$ cat config.mk
export PLATFORM = sky130hd
export DESIGN_NAME = mpu_load_sequencer
export DESIGN_NICKNAME = d
export VERILOG_FILES = /design/src/rtl/mpu_load_sequencer.sv
export SDC_FILE = /design/constraint.sdc
export NUM_CORES = 1
export LEC_CHECK = 0
export ABC_AREA = 1
export BUFFER_PORTS_ARGS = -buffer_cell sky130_fd_sc_hd__buf_2
export CAP_MARGIN = 5
export CORE_MARGIN = 2
export CORE_UTILIZATION = 47
export DETAILED_ROUTE_END_ITERATION = 7
export PLACE_DENSITY = 0.89
export SLEW_MARGIN = 15
export SYNTH_ARGS = -nofsm -noshare
export SYNTH_HDL_FRONTEND = slang
export SYNTH_SLANG_ARGS = --single-unit
$ cat constraint.sdc
create_clock -name clk -period 1.6 [get_ports clk]
set_input_delay 0.08 -clock clk [delete_from_list [all_inputs] [get_ports clk]]
set_output_delay 0.08 -clock clk [all_outputs]
set_load 0.01 [all_outputs]
$ cat src/rtl/mpu_load_sequencer.sv
// Load sequencer feeding the MPU matrix register file from a memory element stream.
// Optional column-major (transposed) fill is enabled by defining MPU_LOAD_TRANSPOSE_EN.
module mpu_load_sequencer #(
  parameter int M                = 4,
  parameter int N                = 4,
  parameter int MATRIX_REGISTERS = 8,
  parameter int RBITS            = $clog2(MATRIX_REGISTERS),
  parameter int MW               = $clog2(M + 1),
  parameter int NW               = $clog2(N + 1)
) (
  input  logic             clk,
  input  logic             rst,
  input  logic             req_valid_in,
  output logic             req_ready_out,
  input  logic [RBITS-1:0] req_addr_in,
  input  logic [MW-1:0]    req_m_in,
  input  logic [NW-1:0]    req_n_in,
`ifdef MPU_LOAD_TRANSPOSE_EN
  input  logic             req_transpose_in,
`endif
  input  logic             mem_valid_in,
  output logic             mem_ready_out,
  input  logic [31:0]      mem_element_in,
  input  logic             reg_load_ready_in,
  output logic             reg_load_en_out,
  output logic [RBITS-1:0] reg_load_addr_out,
  output logic [MW-1:0]    reg_i_load_loc_out,
  output logic [NW-1:0]    reg_j_load_loc_out,
  output logic [MW-1:0]    reg_m_load_size_out,
  output logic [NW-1:0]    reg_n_load_size_out,
  output logic [31:0]      reg_load_element_out,
  output logic             busy_out,
  output logic             done_out,
  output logic             error_out
);

  typedef enum logic [1:0] {
    IDLE = 2'd0,
    LOAD = 2'd1,
    DONE = 2'd2
  } state_t;

  state_t           state_q, state_d;
  logic [MW-1:0]    i_q, i_next;
  logic [NW-1:0]    j_q, j_next;
  logic [RBITS-1:0] addr_q;
  logic [MW-1:0]    m_q;
  logic [NW-1:0]    n_q;
  logic             transpose_q;
  logic             en_q;
  logic [31:0]      element_q;
  logic [MW-1:0]    i_loc_q;
  logic [NW-1:0]    j_loc_q;
  logic             error_q;

  logic size_ok;
  logic req_fire;
  logic xfer;
  logic i_last;
  logic j_last;

  assign size_ok = (req_m_in != '0) && (req_n_in != '0) &&
                   (req_m_in <= MW'(M)) && (req_n_in <= NW'(N));

  // Handshake readies are masked by rst so nothing is accepted during an abort.
  assign req_ready_out = (state_q == IDLE) && !rst;
  assign mem_ready_out = (state_q == LOAD) && reg_load_ready_in && !rst;

  assign req_fire = req_valid_in && req_ready_out;
  assign xfer     = mem_valid_in && mem_ready_out;
  assign i_last   = (i_q == m_q - MW'(1));
  assign j_last   = (j_q == n_q - NW'(1));

`ifdef MPU_LOAD_TRANSPOSE_EN
  logic transpose_req;
  assign transpose_req = req_transpose_in;
`else
  logic transpose_req;
  assign transpose_req = 1'b0;
`endif

  // Coordinate walk: row-major by default, column-major when the latched transpose bit is set.
  always_comb begin
    // NOTE: every combinationally assigned signal gets a default first so no latch is inferred.
    i_next = i_q;
    j_next = j_q;
    if (i_last && j_last) begin
      i_next = '0;
      j_next = '0;
    end else if (transpose_q) begin
      if (i_last) begin
        i_next = '0;
        j_next = j_q + NW'(1);
      end else begin
        i_next = i_q + MW'(1);
      end
    end else begin
      if (j_last) begin
        j_next = '0;
        i_next = i_q + MW'(1);
      end else begin
        j_next = j_q + NW'(1);
      end
    end
  end

  always_comb begin
    state_d = state_q;
    unique case (state_q)
      IDLE:    if (req_fire && size_ok) state_d = LOAD;
      LOAD:    if (xfer && i_last && j_last) state_d = DONE;
      DONE:    state_d = IDLE;
      default: state_d = IDLE;
    endcase
  end

  always_ff @(posedge clk) begin
    // NOTE: reset is synchronous and active-high; all state uses non-blocking assignment.
    if (rst) begin
      state_q     <= IDLE;
      i_q         <= '0;
      j_q         <= '0;
      addr_q      <= '0;
      m_q         <= '0;
      n_q         <= '0;
      transpose_q <= 1'b0;
      en_q        <= 1'b0;
      element_q   <= '0;
      i_loc_q     <= '0;
      j_loc_q     <= '0;
      error_q     <= 1'b0;
    end else begin
      state_q <= state_d;
      en_q    <= xfer;
      error_q <= req_fire && !size_ok;
      if (req_fire && size_ok) begin
        addr_q      <= req_addr_in;
        m_q         <= req_m_in;
        n_q         <= req_n_in;
        transpose_q <= transpose_req;
        i_q         <= '0;
        j_q         <= '0;
      end
      if (xfer) begin
        element_q <= mem_element_in;
        i_loc_q   <= i_q;
        j_loc_q   <= j_q;
        i_q       <= i_next;
        j_q       <= j_next;
      end
    end
  end

  assign reg_load_en_out      = en_q;
  assign reg_load_addr_out    = addr_q;
  assign reg_i_load_loc_out   = i_loc_q;
  assign reg_j_load_loc_out   = j_loc_q;
  assign reg_m_load_size_out  = m_q;
  assign reg_n_load_size_out  = n_q;
  assign reg_load_element_out = element_q;
  assign busy_out             = (state_q != IDLE);
  assign done_out             = (state_q == DONE);
  assign error_out            = error_q;

endmodule

# Word level (Yosys, flattened, before mapping)
# Cells that the tools add are included.
# word_totals
regBits	57
latchBits	0
ram_bits	0
romBits	0
inputBits	46
elab_cells	56
n_memories	0
# classes
n_addsub	4
n_mul	0
div	0
magnitude_cmp	2
n_eq_ne	7
shift	0
muxes	10
bitwise	0
n_reduce_logical	22
# ops
cell	n
$mux W3	7
$logic_and A1 B1 Y1	13
$add A3 B1 Y3 const B	2
$eq A3 B3 Y1	2
$le A3 B3 Y1 const B	2
$reduce_bool A3 Y1	2
$sub A3 B1 Y3 const B	2
$mux W2	2
$ne A2 B1 Y1 const B	2
$pmux W2 S2	1
$reduce_and A2 Y1	2
$reduce_bool A2 Y1	2
$ne A3 B1 Y1 const B	1
$eq A2 B1 Y1 const B	1
$eq A2 B2 Y1 const B	1
$logic_not A1 Y1	2
$logic_not A2 Y1	1

# Depth between registers and ports, before layout
# Gate-level depths: netlist (run 1).
# depth
ltp_word	8
ltp_mapped	14
mapped_depth_nobuf	14

# Least setup slack after synthesis (run 1)
# OpenSTA, ideal clock, no wires.
# synth_timing
kind	register to register
startpoint	register n_q[0] (netlist: reg_n_load_size_out[0])
endpoint	register i_q[2]
setup_time_ns	0.110
arrival_ns	1.321
setup_slack_ns	0.169
path_stages_with_launch	14
path_buffers	0
cell_sequence	dfxtp_1 inv_1 ha_1 inv_1 nand2_1 nand2_1 nor2_1 nand2_1 nand2_2 nand2_2 inv_1 nand2_1 nand2_1 nor2_1
# synth_between
elab_chain_cells	5
# synth_lines
item	line	rtl
start, declared	48	logic [NW-1:0] n_q;
start signal, assigned	139	n_q <= req_n_in;
$sub A3 B1 Y3 (*)	72	assign j_last = (j_q == n_q - NW'(1));
$eq A3 B3 Y1 (*)	72	
$logic_and A1 B1 Y1	87	if (i_last && j_last) begin
$ne A3 B1 Y1 (no line) or $mux W3 (tied branches)	--	
$reduce_and A2 Y1 (no line) or $mux W3 (tied branches)	--	
end signal, assigned	148	i_q <= i_next;
end, declared	44	logic [MW-1:0] i_q, i_next;
# Every way passes the cells marked *; elsewhere a longest branch is shown, timed or not.
# A chain may end at the register's enable or synchronous reset.

# Worst setup path after layout (run 1)
# layout_timing
startpoint	register m_q[0] (netlist: reg_m_load_size_out[0])
endpoint	register state_q[0]
# layout_between
elab_chain_cells	6
# layout_lines
item	line	rtl
start, declared	47	logic [MW-1:0] m_q;
start signal, assigned	138	m_q <= req_m_in;
$sub A3 B1 Y3	71	assign i_last = (i_q == m_q - MW'(1));
$eq A3 B3 Y1	71	
$logic_and A1 B1 Y1 (2 in a row)	111	LOAD: if (xfer && i_last && j_last) state_d = DONE;
$ne A2 B1 Y1 (no line)	--	
$reduce_and A2 Y1 (no line)	--	
end signal, assigned	133	state_q <= state_d;
end, declared	43	state_t state_q, state_d;
# No other way between the ends.

==> results of run 1 <==
==> worst max-delay path by stage <==
stage / cells past startpoint / from / end
after floorplan: 13 / reg_n_load_size_out[0] / i_q[2]
final: 10 / reg_m_load_size_out[0] / state_q[0]
after detailed placement: 9 / reg_n_load_size_out[0] / state_q[0]
after global placement: 8 / reg_n_load_size_out[0] / state_q[0]
after global routing: 13 / reg_n_load_size_out[1] / i_q[2]
after CTS: 9 / reg_n_load_size_out[0] / state_q[0]
==> cells in the mapped netlist, drive strengths merged <==
cell	count	area (sq um)
ha	4	50.1
xor2	1	8.76
a21boi	1	7.51
nand3	8	62.6
dfxtp	57	1140
o21ai	16	80.1
clkbuf	3	11.3
o21bai	1	7.51
nand2	111	432
clkinv	2	13.8
inv	31	116
nor2	18	82.6
buf	12	95.1
nand4	2	12.5
a21oi	52	260
==> cells in the final DEF, fill, tap and decap left out, drive strengths merged <==
cell type	instances
a21boi	1
a21oi	52
buf	105
bufinv	2
clkbuf	11
clkinv	5
dfxtp	57
dlygate4sd3	29
ha	4
inv	31
nand2	111
nand3	8
nand4	2
nor2	18
o21ai	16
o21bai	1
xor2	1
==> metrics by stage <==
step	util	hold slack (ns)	area [sq um]	std cells	power (mW)
after floorplan	-	0.220	2380	319	1.63
after global placement	0.602	0.328	2900	476	1.73
after detailed placement	0.602	0.335	2900	476	1.74
after CTS	0.708	0.00240	3410	521	3.26
after global routing	0.716	0.00492	3450	521	3.36
final	0.716	0.00809	3450	521	3.24
==> state kept, by name, indices dropped and copies added, names as in the netlist, 2 cells and up <==
signal                count
reg_m_load_size_out       3
i_q                       3
reg_load_addr_out         3
reg_load_element_out     32
state_q                   2
reg_i_load_loc_out        3
j_q                       3
reg_n_load_size_out       3
reg_j_load_loc_out        3
==> metal layers <==
metal	up-vias	global-route usage	part of all wire
li1	1267	-	-
met1	1135	0.241	0.40
met2	79	0.413	0.53
met3	11	0.0643	0.052
met4	0	0.115	0.023
met5	-	0	0
==> worst max-delay path: cells and delay by family, from the launching register on <==
kind	cells	cell delay, ns
simple gates	6	0.54
flops	1	0.35
fa+ha+maj	1	0.23
buf+inv	2	0.17
compound gates	1	0.08
==> final cells by class <==
| type | count | share of cell area |
|---|---|---|
| Multi-Input combinational cell | 214 | 0.299 |
| Sequential cell | 57 | 0.331 |
| Inverter | 33 | 0.0399 |
| Tap cell | 67 | 0.0243 |
| Timing Repair Buffer | 134 | 0.242 |
| Clock buffer | 11 | 0.0410 |
| Clock inverter | 5 | 0.0229 |
==> power breakdown <==
| part | total, mW | switching [mW] | leakage, nW | internal, mW |
|---|---|---|---|---|
| logic | 0.308 | 0.154 | 1.07 | 0.154 |
| clock network | 1.47 | 0.558 | 0.113 | 0.917 |
| registers | 1.46 | 0.0158 | 0.461 | 1.45 |
==> what timing repair did <==
item | CTS | global route
resized for setup | 0 | 10
hold buffers | 29 | 0
hold endpoints to repair | 29 | 0
setup endpoints to repair | 0 | 7
==> cell families after synthesis <==
logic type                 Yosys count  share of synthesized area
AOI/OAI and AO/OA                   70                      0.149
adders and majority gates            4                     0.0210
buffers and inverters               48                     0.0993
DFF                                 57                      0.479
and+or+nand+nor                    139                      0.248
xor gates and xnor gates             1                    0.00368
==> flow_metrics.tcl, run 1 <==
set metrics [dict create \
    cts_setup_buffers 0 \
    tns_ns 0 \
    min-delay-start "mem_element_in[31]" \
    antennaDiodeCount 0 \
    antenna_found_initial 0 \
    ys.warnings.count 0 \
    avgSynthCellArea_sq_um 7.46 \
    setup_viol 0 \
    vdd_drop_max_mv 0.649 \
    hold_depth 3 \
    maxSlewViolCount 0 \
    cts_inserted_buffers 9 \
    worst_skew_pair.late_latency_ns 0.33 \
    leakagePower_nw 1.65 \
    worstPathRequired_ns 1.81 \
    crit_chain "inv_1, ha_1, inv_1, nand2_1, nand3_1, nand2_1, nor2_2, nand2_2, nor2_2, o21ai_0" \
    root_buffer "clkbuf_8" \
    hp-class "input port to flop" \
    critPathMaxStageDelay_ns 0.35 \
    r2r_start "reg_m_load_size_out[0]" \
    fillers 380 \
    crit_fanout 3 \
    cts_tree "done" \
    cp_slowest_cell "dfxtp_1" \
    seqCellArea_sq_mm 0.00114 \
    initial_core_util 0.494 \
    num_vias 2492 \
    multi_input_area_sq_mm 0.00103 \
    synth_area_sq_mm 0.00238 \
    hold_violations 0 \
    cts_max_path_buffers 2 \
    skew_ns 0.00857 \
    drt_iter0_markers 128 \
    min_delay_worst_endpoint "reg_load_element_out[31]" \
    status "finished, final reports clean" \
    grt_pass1_vias 2387 \
    drive_gt1_frac 0.306 \
    dieArea_sq_mm 0.00565 \
    slew_headroom 0.774 \
    dpl_worst_slack_ns 0.0736 \
    synth_cells 319 \
    grt_remaining_overflow 0 \
    finalWorstSetupSlack_ns 0.129 \
    clk_pin_slew_worst_paths_ns 0.06 \
    grt_util_all_layers 0.228 \
    nets 499 \
    cts_sinks 57 \
    synth_cell_types 23 \
    rrSetupSlack_ns 0.13 \
    dpl.hpwl_um 3990 \
    reg2reg_depth 10 \
    yosysSeqAreaShare 0.479 \
    wl_per_cell_um 12.0 \
    grt_pass1_wl_um 9750 \
    die_h_um 75.2 \
    r2r-end "state_q[0]" \
    worst_pin_slew_ns 0.339 \
    coreArea_sq_mm 0.00482 \
    htreeDepth 3 \
    grt_max_degree 39 \
    wirelength_um 6250 \
    path_class "flop to flop" \
    timing.fmax_ghz 0.680 \
    rows 25 \
    synth_seq_cells 57 \
    firstDrtPassIters 4 \
    finalCriticalPeriod_ns 1.47 \
    cp-end-kind "flop" \
    syn2layout_area_growth_pct 44.8 \
    globalplace.congestion 0.819 \
    pin_count 99 \
    synth.net_count 369 \
    crit_path_start_kind "flop" \
    die_width_um 75.2 \
    maxCapViolations 0 \
    p_per_area_mw_per_mm2 941 \
    route.detailed.drc 0 \
    postRouteAntennaNets 0 \
    worstPathArrival_ns 1.68 \
    min_period_over_period 0.919 \
    io_buffers 98 \
    via_per_inst 4.78 \
]
No activity file was read; power rests on OpenSTA's default activity.
==> run 2: changes to the inputs <==
CORE_UTILIZATION = 43   (was 47)
PLACE_DENSITY = 0.86   (was 0.89)
clock period = 1.31 ns   (was 1.6 ns; I/O delays follow)
==> run 2 against run 1 <==
  * The run now ends with setup timing left
  * First-iteration DRC count decreased by 7.8%
  * Clock power increased by 22%
  * Sequential share of layout area decreased by 2.5 points
  * Die area up 8.8%
  * Register-to-register slack lost 0.28 ns
  * Largest cell class unchanged
  * Largest power group unchanged
  * Highest routed layer unchanged
==> flow_metrics.tcl, run 2 (synthesis results as in run 1) <==
set metrics [dict create \
    dpl.hpwl_um 4250 \
    syn2layout_area_growth_pct 57.4 \
    cts_tree "done" \
    leakagePower_nw 1.74 \
    hold_violations 0 \
    clk_pin_slew_worst_paths_ns 0.07 \
    via_per_inst 4.82 \
    pin_count 99 \
    layout_common_cells "buf_2, nand2_1, dfxtp_1" \
    die_h_um 78.4 \
    p_sw_frac 0.236 \
    timing.fmax_ghz 0.685 \
    worst_skew_pair.late_latency_ns 0.33 \
    path_depth 11 \
    postRouteAntennaNets 0 \
    grt_util_all_layers 0.222 \
    finalWorstSetupSlack_ns -0.149 \
    crit_chain "inv_2, ha_4, inv_2, nand2_2, nand4_1, nor2_2, nand2_2, nand2_1, nand2_1, nand2_1, nor2_1" \
    skew_ns 0.00927 \
    maxSlewViolCount 0 \
    firstDrtPassIters 4 \
    dieArea_sq_mm 0.00615 \
    vdd_drop_max_mv 0.816 \
    drt_iter0_markers 118 \
    worst-path-buf-inv 2 \
    root_buffer "clkbuf_8" \
    internal-power_mw 3.08 \
    drive_gt1_frac 0.400 \
    wirelength_um 6980 \
    crit_path_frequent_cell "nand2_1" \
    path_class "flop to flop" \
    cp_top_family "simple AND/OR/NAND/NOR gates" \
    maxCapViolations 0 \
    cts_sinks 57 \
    crit_fanout 3 \
    min_period_over_period 1.11 \
    route.detailed.drc 0 \
    io_buffers 98 \
    final_common_cell "buf_2" \
    rsz0062_at_grt "yes" \
    antennaDiodeCount 0 \
    pwr-share-seq 0.444 \
    antenna_found_initial 0 \
    num_vias 2624 \
    worstPathArrival_ns 1.70 \
    critPathMaxStageDelay_ns 0.34 \
    coreArea_sq_mm 0.00544 \
    tns_ns -0.688 \
    grt_max_degree 36 \
    grt_pass1_wl_um 10700 \
    worst_pin_slew_ns 0.408 \
    switching_power_mw 0.949 \
    cp-end-kind "flop" \
    worstPathRequired_ns 1.55 \
    hp-class "input port to flop" \
    finalCriticalPeriod_ns 1.46 \
    crit_path_start_kind "flop" \
    status "finished, violations left" \
    initial_core_util 0.438 \
    cp_slowest_cell "dfxtp_2" \
    cts_max_path_buffers 2 \
    p_per_area_mw_per_mm2 1070 \
    reg2reg_depth 11 \
    globalplace.congestion 0.831 \
    die_width_um 78.4 \
    grt_pass1_vias 2440 \
    rows 27 \
    grt_remaining_overflow 0 \
    combPwrFrac 0.109 \
    violations "setup timing" \
    slew_headroom 0.728 \
    wl_per_cell_um 12.8 \
    cts_inserted_buffers 9 \
    nets 517 \
    htreeDepth 3 \
    setup_viol 8 \
    dpl_worst_slack_ns -0.0708 \
    hold_depth 3 \
    clkPwrFrac 0.447 \
    largest_reg_flops 32 \
]
## run 2: area by class of cell
| class | count | area, sq um |
|---|---|---|
| clock inverter | 3 | 46.3 |
| clock buffer | 13 | 179 |
| fill | 435 | 1690 |
| timing repair buffer | 151 | 1010 |
| inverter | 33 | 138 |
| multi-input combinational | 214 | 1130 |
| sequential | 57 | 1150 |
| timing repair inverter | 1 | 8.76 |
| tap | 72 | 90.1 |
## run 2: worst reg2reg max path, cell delays in order, from the launching register on
cell and delay (ns):
dfxtp_2 0.34, inv_2 0.05, ha_4 0.26, inv_2 0.03
nand2_2 0.05, nand4_1 0.13, nor2_2 0.18, nand2_2 0.10
nand2_1 0.07, nand2_1 0.05, nand2_1 0.05, nor2_1 0.03
## run 2: metal layers
| metal | vias to the layer above | GRT usage | share of wire | routed length (um) |
|---|---|---|---|---|
| li1 | 1306 | - | - | - |
| met1 | 1220 | 0.230 | 0.38 | 2680 |
| met2 | 83 | 0.424 | 0.55 | 3820 |
| met3 | 15 | 0.0460 | 0.044 | 308 |
| met4 | 0 | 0.100 | 0.023 | 161 |
| met5 | - | 0 | 0 | 0 |
## run 2: metrics by stage
step           utilization  cell area [sq um]  hold WS (ns)  cells  power, mW
2_1_floorplan            -               2410         0.206    319       2.00
4_1_cts              0.658               3580        0.0171    537       4.02
3_5_place_dp         0.552               3000         0.320    488       2.14
3_3_place_gp         0.552               3000         0.313    488       2.13
6_report             0.689               3750        0.0217    544       4.03
5_1_grt              0.689               3750        0.0617    544       4.19
## run 2: timing repair
item	CTS	global route
hold endpoints to repair	33	0
hold buffers	33	0
setup buffers	0	5
setup endpoints to repair	39	48
gates resized for setup	10	31
pin swaps	11	16
gates cloned	0	2
## run 2: power groups by stage
stage,registers (mW),logic (mW),clock network [mW]
6_report,1.79,0.439,1.80
2_1_floorplan,1.83,0.170,0
3_3_place_gp,1.82,0.309,0
3_5_place_dp,1.82,0.320,0
4_1_cts,1.79,0.402,1.83
5_1_grt,1.79,0.480,1.92
## run 2: final timing paths
| path | start | slack [ns] | endpoint |
|---|---|---|---|
| setup / recovery | reg_m_load_size_out[1] | -0.15 | i_q[2] |
| hold / removal | req_addr_in[2] | 0.02 | reg_load_addr_out[2] |
| setup reg to reg | reg_m_load_size_out[1] | -0.15 | i_q[2] |
| hold reg to reg | reg_load_addr_out[1] | 0.45 | reg_load_addr_out[1] |
==> run 3: changes to the inputs <==
MAX_ROUTING_LAYER = met4   (was unset)
PLACE_DENSITY = 0.76   (was 0.86)
==> run 3 against run 2 <==
  * Critical path depth grew 2
  * Largest cell class unchanged
  * Non-clock buffer count shrank 2
  * Hold slack lost 0.0073 ns
  * Final cell count shrank 0.55%
  * Global-route usage grew 0.12 points
  * The flow still finishes with violations (setup timing)
  * Critical endpoint unchanged
  * Cell area shrank 1.1%
  * Sequential share of layout area grew 0.30 points
  * Combinational power shrank 4.6%
  * Clock power grew 18%
  * Maximum frequency grew 5.6%
  * First-iteration DRC count grew 13%
==> flow_metrics.tcl, run 3 (synthesis results as in run 1) <==
set metrics [dict create \
    clk_pin_slew_worst_paths_ns 0.06 \
    rrSetupSlack_ns -0.07 \
    grt_remaining_overflow 0 \
    cts_sinks 57 \
    rsz0062_at_grt "yes" \
    r2r_start "reg_n_load_size_out[1]" \
    internal-power_mw 3.40 \
    antenna_found_initial 0 \
    worstPathArrival_ns 1.61 \
    dpl.hpwl_um 3990 \
    setup_viol 7 \
    cts_tree "done" \
    grt_pass1_vias 2438 \
    min_period_over_period 1.05 \
    pin_count 99 \
    largest_reg_flops 32 \
    cts_max_path_buffers 2 \
    timing.fmax_ghz 0.724 \
    nets 514 \
    postRouteAntennaNets 0 \
    initial_core_util 0.438 \
    crit_path_start_kind "flop" \
    clkPwrFrac 0.491 \
    min-delay-start "req_addr_in[0]" \
    r2r-end "i_q[2]" \
    hold_ws_ns 0.0144 \
    hp-class "input port to flop" \
    htreeDepth 3 \
    total_power_mw 4.33 \
    coreArea_sq_mm 0.00544 \
    wirelength_um 6730 \
    path_class "flop to flop" \
    worst_skew_pair.late_latency_ns 0.33 \
    firstDrtPassIters 4 \
    placed_area_sq_mm 0.00299 \
    io_buffers 98 \
    dieArea_sq_mm 0.00615 \
    violations "setup timing" \
    num_vias 2591 \
    grt_pass1_wl_um 10400 \
    layout_common_cells "nand2_1, buf_2, dfxtp_1" \
    slew_headroom 0.739 \
    maxCapViolations 0 \
    final_common_cell "nand2_1" \
    design_area_sq_mm 0.00371 \
    switching_power_mw 0.923 \
    crit_fanout 3 \
    maxSlewViolCount 0 \
    via_per_inst 4.79 \
    cts_inserted_buffers 9 \
    globalplace.congestion 0.812 \
    hold_depth 3 \
    worst_setup_path_startpoint "reg_n_load_size_out[1]" \
    skew_ns 0.00705 \
    fillers 444 \
    finalCriticalPeriod_ns 1.38 \
    root_buffer "clkbuf_8" \
    syn2layout_area_growth_pct 55.8 \
    die_h_um 78.4 \
    worstPathRequired_ns 1.54 \
    antennaDiodeCount 0 \
    grt_util_all_layers 0.223 \
    min_delay_worst_endpoint "reg_load_addr_out[0]" \
    worst_pin_slew_ns 0.391 \
    leakagePower_nw 1.75 \
    vdd_drop_max_mv 0.748 \
    status "finished, violations left" \
    p_sw_frac 0.213 \
    drt_iter0_markers 133 \
    reg2reg_depth 13 \
    grt_max_degree 36 \
    pwr-share-seq 0.412 \
    cp-end-kind "flop" \
    die_width_um 78.4 \
    hold_violations 0 \
    finalWorstSetupSlack_ns -0.0716 \
    drive_gt1_frac 0.360 \
    route.detailed.drc 0 \
    combPwrFrac 0.097 \
    p_per_area_mw_per_mm2 1170 \
    wl_per_cell_um 12.4 \
    rows 27 \
]
run 3: cell count changes in the layout (fill, tap and decap cells not counted), sizes merged:
cell	delta
buf	-1
bufinv	+2
clkbuf	-1
clkinv	-1
dlygate4sd3	-1
inv	-1
run 3: through the flow:
stage	TNS [ns]	setup WS [ns]	cells	utilization
2_1_floorplan	-0.0647	-0.0309	319	-
3_3_place_gp	-0.0920	-0.0466	485	0.550
3_5_place_dp	-0.803	-0.0971	485	0.550
4_1_cts	-0.116	-0.0447	535	0.665
5_1_grt	-1.84	-0.213	541	0.682
6_report	-0.267	-0.0716	541	0.682
run 3: critical path, cell delays in order (launching register included):
cell and delay [ns]:
dfxtp_2 0.32, inv_2 0.07, ha_4 0.13, inv_1 0.03
nand2_1 0.11, nand2_2 0.07, nand2_1 0.06, nand2_1 0.05
nor2_2 0.15, nand2_2 0.10, nand2_1 0.07, nand2_1 0.04
nand2_1 0.05, nor2_1 0.04
run 3: per-layer routing:
| layer | GRT usage | routed length (um) |
|---|---|---|
| met1 | 0.242 | 2700 |
| met2 | 0.372 | 3430 |
| met3 | 0.0414 | 340 |
| met4 | 0.151 | 265 |
| met5 | - | 0 |
run 3: power by group through the flow:
stage	Sequential (mW)	Clock (mW)	Combinational, mW
4_1_cts	1.78	2.15	0.400
6_report	1.78	2.12	0.419
3_5_place_dp	1.82	0	0.317
3_3_place_gp	1.82	0	0.310
2_1_floorplan	1.83	0	0.170
5_1_grt	1.79	2.22	0.464
run 3: area by class of cell:
| class | instances | area [sq um] | area share |
|---|---|---|---|
| inverters | 33 | 138 | 0.0371 |
| well taps | 72 | 90.1 | 0.0243 |
| clock inverters | 4 | 97.6 | 0.0263 |
| repair buffers | 149 | 1000 | 0.271 |
| flip-flops and latches | 57 | 1150 | 0.309 |
| multi-input cells | 214 | 1070 | 0.288 |
| clock buffers | 12 | 165 | 0.0445 |
run 3: worst max path at each step:
stage,end,cells after the start
final,i_q[2],13
after CTS,i_q[2],11
after detailed placement,state_q[0],11
after global routing,i_q[2],11
after global placement,state_q[0],9
after floorplan,i_q[2],13
run 3: what timing repair did:
item	in CTS	in global routing
gates cloned	0	1
endpoints found under the setup margin	43	52
buffers inserted	2	5
endpoints found under the hold margin	32	0
pin swaps	11	7
hold buffers	32	0
resized for setup	9	10
